### config.mk
export PLATFORM = sky130hd
export DESIGN_NAME = layer_alpha_compositor
export DESIGN_NICKNAME = d
export VERILOG_FILES = /design/src/rtl/gpu_pix_pkg.sv /design/src/rtl/layer_blend_stage.sv /design/src/rtl/layer_alpha_compositor.sv
export SDC_FILE = /design/constraint.sdc
export NUM_CORES = 2
export LEC_CHECK = 0
export BUFFER_PORTS_ARGS = -buffer_cell sky130_fd_sc_hd__clkbuf_2
export CORE_MARGIN = 2
export CORE_UTILIZATION = 55
export DETAILED_ROUTE_END_ITERATION = 10
export GPL_ROUTABILITY_DRIVEN = 0
export GPL_TIMING_DRIVEN = 0
export PLACE_DENSITY_LB_ADDON = 0.2
export RECOVER_POWER = 25
export SETUP_SLACK_MARGIN = 0.2
export SYNTH_ARGS = -nofsm -noshare
export SYNTH_HDL_FRONTEND = slang
export SYNTH_SLANG_ARGS = --single-unit
### constraint.sdc
create_clock -name clk -period 14.3 [get_ports clk]
set_input_delay 0 -clock clk [delete_from_list [all_inputs] [get_ports clk]]
set_output_delay 0 -clock clk [all_outputs]
set_load 0.01 [all_outputs]
### src/rtl/gpu_pix_pkg.sv
// Shared pixel-path types and helpers for the palette/compositor datapath.
// Default widths match RGB888 with 4-bit palette alpha.
package gpu_pix_pkg;

    localparam int CH_W_DEF    = 8;
    localparam int ALPHA_W_DEF = 4;

    typedef struct packed {
        logic [CH_W_DEF-1:0] r;
        logic [CH_W_DEF-1:0] g;
        logic [CH_W_DEF-1:0] b;
    } rgb_t;

    // Maps alpha 0..2^aw-1 onto weight 0..2^aw so all-ones is fully opaque.
    function automatic logic [15:0] alpha_weight(input logic [15:0] a, input int unsigned aw);
        return a + (a >> (aw - 1));
    endfunction

endpackage

### src/rtl/layer_blend_stage.sv
// Purpose: one compositing stage, blends a layer over the running accumulator (LAYER_COMPOSITOR_ADDITIVE_EN adds saturating glow).
// Latency: 1 enabled tick, registered accumulator and video-active flag.
// Backpressure: none; all state holds when en is low.
module layer_blend_stage
    import gpu_pix_pkg::*;
#(
    parameter int CH_W    = CH_W_DEF,
    parameter int ALPHA_W = ALPHA_W_DEF,
    parameter int LAST    = 0
) (
    input  logic                 clk,
    input  logic                 rst_n,
    input  logic                 en,
    input  logic [3*CH_W-1:0]    dst_rgb,
    input  logic                 dst_vid,
    input  logic [3*CH_W-1:0]    src_rgb,
    input  logic [ALPHA_W-1:0]   src_alpha,
`ifdef LAYER_COMPOSITOR_ADDITIVE_EN
    input  logic                 src_additive,
`endif
    output logic [3*CH_W-1:0]    acc_rgb,
    output logic                 acc_vid
);

    localparam int WW = ALPHA_W + 1;
    localparam int PW = CH_W + ALPHA_W + 1;

    logic [ALPHA_W-1:0] a_eff;
    logic [WW-1:0]      w;
    logic [WW-1:0]      w_inv;
    logic [3*CH_W-1:0]  blended;

    // Blanked pixels never take layer colour, only the background path.
    assign a_eff = dst_vid ? src_alpha : '0;
    assign w     = WW'(alpha_weight(16'(a_eff), ALPHA_W));
    assign w_inv = WW'(2 ** ALPHA_W) - w;

    for (genvar c = 0; c < 3; c++) begin : g_ch
        logic [CH_W-1:0] s;
        logic [CH_W-1:0] d;
        logic [PW-1:0]   ps;
        logic [PW-1:0]   pd;
        logic [PW-1:0]   sum;

        assign s   = src_rgb[c*CH_W +: CH_W];
        assign d   = dst_rgb[c*CH_W +: CH_W];
        assign ps  = PW'(s) * PW'(w);
        assign pd  = PW'(d) * PW'(w_inv);
        assign sum = ps + pd;
`ifdef LAYER_COMPOSITOR_ADDITIVE_EN
        logic [CH_W:0] glow;
        assign glow = (CH_W+1)'(d) + (CH_W+1)'(ps >> ALPHA_W);
        assign blended[c*CH_W +: CH_W] = src_additive ? (glow[CH_W] ? {CH_W{1'b1}} : CH_W'(glow))
                                                      : CH_W'(sum >> ALPHA_W);
`else
        assign blended[c*CH_W +: CH_W] = CH_W'(sum >> ALPHA_W);
`endif
    end

    always_ff @(posedge clk) begin
        if (!rst_n) begin
            acc_rgb <= '0;
            acc_vid <= 1'b0;
        end else if (en) begin
            acc_vid <= dst_vid;
            acc_rgb <= (LAST != 0 && !dst_vid) ? '0 : blended;
        end
    end

endmodule

### src/rtl/layer_alpha_compositor.sv
// Purpose: back-to-front alpha compositing of NUM_LAYERS layers over bg_rgb (LAYER_COMPOSITOR_ADDITIVE_EN adds layer_additive).
// Latency: NUM_LAYERS+1 enabled ticks (pc_ena_in==0), one pixel per enabled tick.
// Backpressure: none; every register holds while pc_ena_in!=0.
module layer_alpha_compositor
    import gpu_pix_pkg::*;
#(
    parameter int NUM_LAYERS = 5,
    parameter int CH_W       = CH_W_DEF,
    parameter int ALPHA_W    = ALPHA_W_DEF
) (
    input  logic                          clk,
    input  logic                          rst_n,
    input  logic [3:0]                    pc_ena_in,
    input  logic [NUM_LAYERS*3*CH_W-1:0]  layer_rgb,
    input  logic [NUM_LAYERS*ALPHA_W-1:0] layer_alpha,
    input  logic [NUM_LAYERS-1:0]         layer_ena,
`ifdef LAYER_COMPOSITOR_ADDITIVE_EN
    input  logic [NUM_LAYERS-1:0]         layer_additive,
`endif
    input  logic                          vid_active_in,
    input  logic [3*CH_W-1:0]             bg_rgb,
    output logic [CH_W-1:0]               pixel_out_r,
    output logic [CH_W-1:0]               pixel_out_g,
    output logic [CH_W-1:0]               pixel_out_b,
    output logic                          vid_active_out
);

    localparam int PIX_W = 3 * CH_W;
`ifdef LAYER_COMPOSITOR_ADDITIVE_EN
    localparam int LW = PIX_W + ALPHA_W + 1;
`else
    localparam int LW = PIX_W + ALPHA_W;
`endif

    logic en;
    assign en = (pc_ena_in == 4'd0);

    logic [PIX_W-1:0]   d_rgb   [NUM_LAYERS];
    logic [ALPHA_W-1:0] d_alpha [NUM_LAYERS];
`ifdef LAYER_COMPOSITOR_ADDITIVE_EN
    logic               d_add   [NUM_LAYERS];
`endif

    // Each layer is captured alongside bg at stage 0, then skewed so stage k
    // (which consumes layer NUM_LAYERS-k) sees the same pixel as its accumulator.
    for (genvar j = 0; j < NUM_LAYERS; j++) begin : g_skew
        localparam int D = NUM_LAYERS - 1 - j;

        logic [ALPHA_W-1:0] a_msk;
        logic [LW-1:0]      lin;
        logic [LW-1:0]      pipe [D+1];

        assign a_msk = layer_ena[j] ? layer_alpha[j*ALPHA_W +: ALPHA_W] : '0;
`ifdef LAYER_COMPOSITOR_ADDITIVE_EN
        assign lin = {layer_additive[j], a_msk, layer_rgb[j*PIX_W +: PIX_W]};
`else
        assign lin = {a_msk, layer_rgb[j*PIX_W +: PIX_W]};
`endif

        always_ff @(posedge clk) begin
            if (!rst_n) begin
                for (int i = 0; i <= D; i++) pipe[i] <= '0;
            end else if (en) begin
                pipe[0] <= lin;
                for (int i = 1; i <= D; i++) pipe[i] <= pipe[i-1];
            end
        end

        assign d_rgb[j]   = pipe[D][PIX_W-1:0];
        assign d_alpha[j] = pipe[D][PIX_W +: ALPHA_W];
`ifdef LAYER_COMPOSITOR_ADDITIVE_EN
        assign d_add[j]   = pipe[D][LW-1];
`endif
    end

    logic [PIX_W-1:0] acc [NUM_LAYERS+1];
    logic             vid [NUM_LAYERS+1];

    always_ff @(posedge clk) begin
        if (!rst_n) begin
            acc[0] <= '0;
            vid[0] <= 1'b0;
        end else if (en) begin
            acc[0] <= bg_rgb;
            vid[0] <= vid_active_in;
        end
    end

    for (genvar k = 1; k <= NUM_LAYERS; k++) begin : g_stage
        layer_blend_stage #(
            .CH_W    (CH_W),
            .ALPHA_W (ALPHA_W),
            .LAST    ((k == NUM_LAYERS) ? 1 : 0)
        ) u_stage (
            .clk          (clk),
            .rst_n        (rst_n),
            .en           (en),
            .dst_rgb      (acc[k-1]),
            .dst_vid      (vid[k-1]),
            .src_rgb      (d_rgb[NUM_LAYERS-k]),
            .src_alpha    (d_alpha[NUM_LAYERS-k]),
`ifdef LAYER_COMPOSITOR_ADDITIVE_EN
            .src_additive (d_add[NUM_LAYERS-k]),
`endif
            .acc_rgb      (acc[k]),
            .acc_vid      (vid[k])
        );
    end

    assign pixel_out_r    = acc[NUM_LAYERS][PIX_W-1 -: CH_W];
    assign pixel_out_g    = acc[NUM_LAYERS][PIX_W-1-CH_W -: CH_W];
    assign pixel_out_b    = acc[NUM_LAYERS][CH_W-1:0];
    assign vid_active_out = vid[NUM_LAYERS];

endmodule

==> metrics <==
fin nets=7,535; number of global-route vias before repair=41,935; cell row count=117; io pins=201; # clock sinks=570; total power divided by cell area=60.8 nW/um^2; Post-CTS Resized=0; setup slack after layout=5.45 ns; GR Overflow Total=0; final critical-path required period=8.85 ns; Seq/Total Area, Yosys=27.7%; share of post-route cells with drive strength above 1=5.18%; status=finished with violations; Core Area=102,000 um^2; CP Capture Type=flip-flop; global-route wire length before repair=231,000 um; commonest non-fill, non-tap cells in the layout=1,134 x inv_1, 765 x fa_1, 675 x nand2_1; initial drt markers=2,964; Synth Area per Inst=9.90 um^2; Worst Max-Slew Pin Slew=1.62 ns; clock root cell=clkbuf_16; CTS tree=yes; WS Path Type=flip-flop to flip-flop; Routed wire per std cell=19.3 um; r2r startpoint=g_skew[0].pipe[0][139]; final count of hold timing violations=0; Rel. slew slack=-7.74%; slowest CP cell=o21ai_0; final instance area=63,200 um^2; post-layout util=62.2%; Startpoint Class=flip-flop; Cell Area, Placed=59,100 um^2; Synth Instances=5,688; Mapped Area=56,300 um^2; period utilization=61.9%; Overall Global Routing Usage=28.9%; slowest cell delay on critical path=0.85 ns; die height=324 um; Area growth, synth to finish=12.2%; HP Start=bg_rgb[2]; pre-CTS setup slack=5.63 ns; DR pass1 iterations=6; Worst-Skew Late Latency=0.67 ns; FF+latch count, synth=570; Synth async-reset ratio=0%; Synth cell types=47; Sw Ratio=24.2%; Post-CTS Setup Bufs=0; Initial Util=55.4%; met3 Track Usage GR=5.85%; Worst R2R Path Depth=28; input/output buffers=199; Worst Hold Class=primary input to flip-flop; crit path DAT=9.34 ns; peak supply drop=0.0803 mV; RSZ-0062 raised after global routing=no; WHS Path Cells=3; DP Wirelength=115,000 um; share of total power in combinational logic=5.4%; Layout Cells excl Fill=7,568; Vias/cell=5.35; failing checks=max-capacitance violations, max-slew violations; post-synthesis net count=7,079; ys flop type=edfxtp_1; Synth Warn #=0; Total Wirelength=146,000 um; worst r2r dst=g_stage[5].u_stage.acc_rgb[6]; CTS Hold Bufs=185; Routed Antenna Nets=0; die area=105,000 um^2; P_int=2.91 mW; FF-to-FF setup slack=5.45 ns; global routing usage on met2=47.2%; DR DRC count=0; grt peak-use layer=met2; CTS H-Tree Depth=3; WHS Endpoint=acc[122]; Clock power frac=45.4%; final setup skew=0.0290 ns; total of max-cap violations=1; initial antenna violation count=11; die width=324 um; most used cell along the critical path=fa_1; Setup violations, final=0; largest net degree at the start of global routing=118; Max FO, Critical Path=10; clock transition at the registers of the reported paths=0.06 ns; CTS buffer count=67; Clock Tree Buf Depth=3; max-slew violation count=11; commonest non-fill, non-tap cell in the layout=inv_1; # placed instances=7,258; leak pwr=30.7 nW; Seq pwr share=49.2%; NetSw=0.929 mW; GRT met1 Usage=38.6%; CP required=14.79 ns; Max Freq=113 MHz; Post-synth EDFFs=420; routed vias=40,471
[per-layer routing]
layer / wire [um] / vias to the layer above
met3: 11600 / 261
met2: 69100 / 1263
met4: 5070 / 6
li1: - / 18584
met1: 60500 / 20357
met5: 45 / -
[cell usage after synthesis (44+ instances only)]
library cell | number | share of area, %
ha_1 | 450 | 10
nand2_1 | 675 | 4.5
inv_1 | 1135 | 7.6
nand3_1 | 44 | 0.39
clkbuf_1 | 231 | 1.5
edfxtp_1 | 420 | 22
and2_1 | 663 | 7.4
fa_1 | 765 | 27
o21ai_0 | 125 | 1.1
nor2_1 | 70 | 0.47
dfxtp_1 | 150 | 5.3
and3_1 | 421 | 4.7
xor2_1 | 62 | 0.96
xnor2_1 | 168 | 2.6
a22o_1 | 46 | 0.72
a21oi_1 | 71 | 0.63
[logic make-up after synthesis]
logic type / share of synthesized area [%]
buffers and inverters: 9.49
AO/OA/AOI/OAI: 3.94
flip-flops: 27.7
adder cells (fa/ha/maj): 37.2
multiplexers: 0.0711
XOR/XNOR: 3.72
AND/OR/NAND/NOR: 17.8
[state kept, by name, summed over array words and instances (netlist names)]
signal and count:
g_stage.u_stage.acc_vid 5, vid 1, g_stage.u_stage.acc_rgb 120, g_skew.pipe 420
acc 24
[through the flow]
step                      TNS, ns  hold slack (ns)  total power, mW
final                           0            0.104             3.84
after global routing            0            0.101             3.95
after CTS                       0           0.0603             3.86
after detailed placement        0            0.214             2.09
after global placement    -114.65            0.210             2.12
after floorplan                 0            0.126             2.00
[critical path: cells and delay by family (launching register included)]
family                     cells  cell delay (ns)
DFF                            1             0.46
xor gates and xnor gates       1             0.34
and+or+nand+nor                4             0.52
AOI/OAI and AO/OA              7             2.10
buffers and inverters          7             1.72
adders and majority gates      9             3.55
[power by group through the flow]
stage	Clock, mW	Combinational [mW]	Sequential, mW
floorplan	0	0.0846	1.92
global placement	0	0.159	1.96
detailed placement	0	0.166	1.92
CTS	1.77	0.203	1.89
global route	1.83	0.223	1.90
finish	1.75	0.206	1.89
[area by class of cell]
type | count | area, um^2
fillers | 8471 | 38400
multi-input cells | 3720 | 35300
flip-flops and latches | 570 | 15600
inverters | 1135 | 4270
repair buffers | 387 | 2900
clock buffers | 84 | 1780
well taps | 1368 | 1710
plain buffers | 263 | 1080
clock inverters | 38 | 473
diodes | 3 | 7.51
[worst max-delay path by stage]
stage                            from                            end
2_1_floorplan            pc_ena_in[1]           g_skew[0].pipe[0][0]
3_3_place_gp             pc_ena_in[1]          g_skew[3].pipe[0][11]
3_5_place_dp   g_skew[0].pipe[0][139]  g_stage[5].u_stage.acc_rgb[6]
4_1_cts        g_skew[0].pipe[0][139]  g_stage[5].u_stage.acc_rgb[6]
5_1_grt        g_skew[0].pipe[0][139]  g_stage[5].u_stage.acc_rgb[6]
6_report       g_skew[0].pipe[0][139]  g_stage[5].u_stage.acc_rgb[6]
No activity file was read; power rests on OpenSTA's default activity.
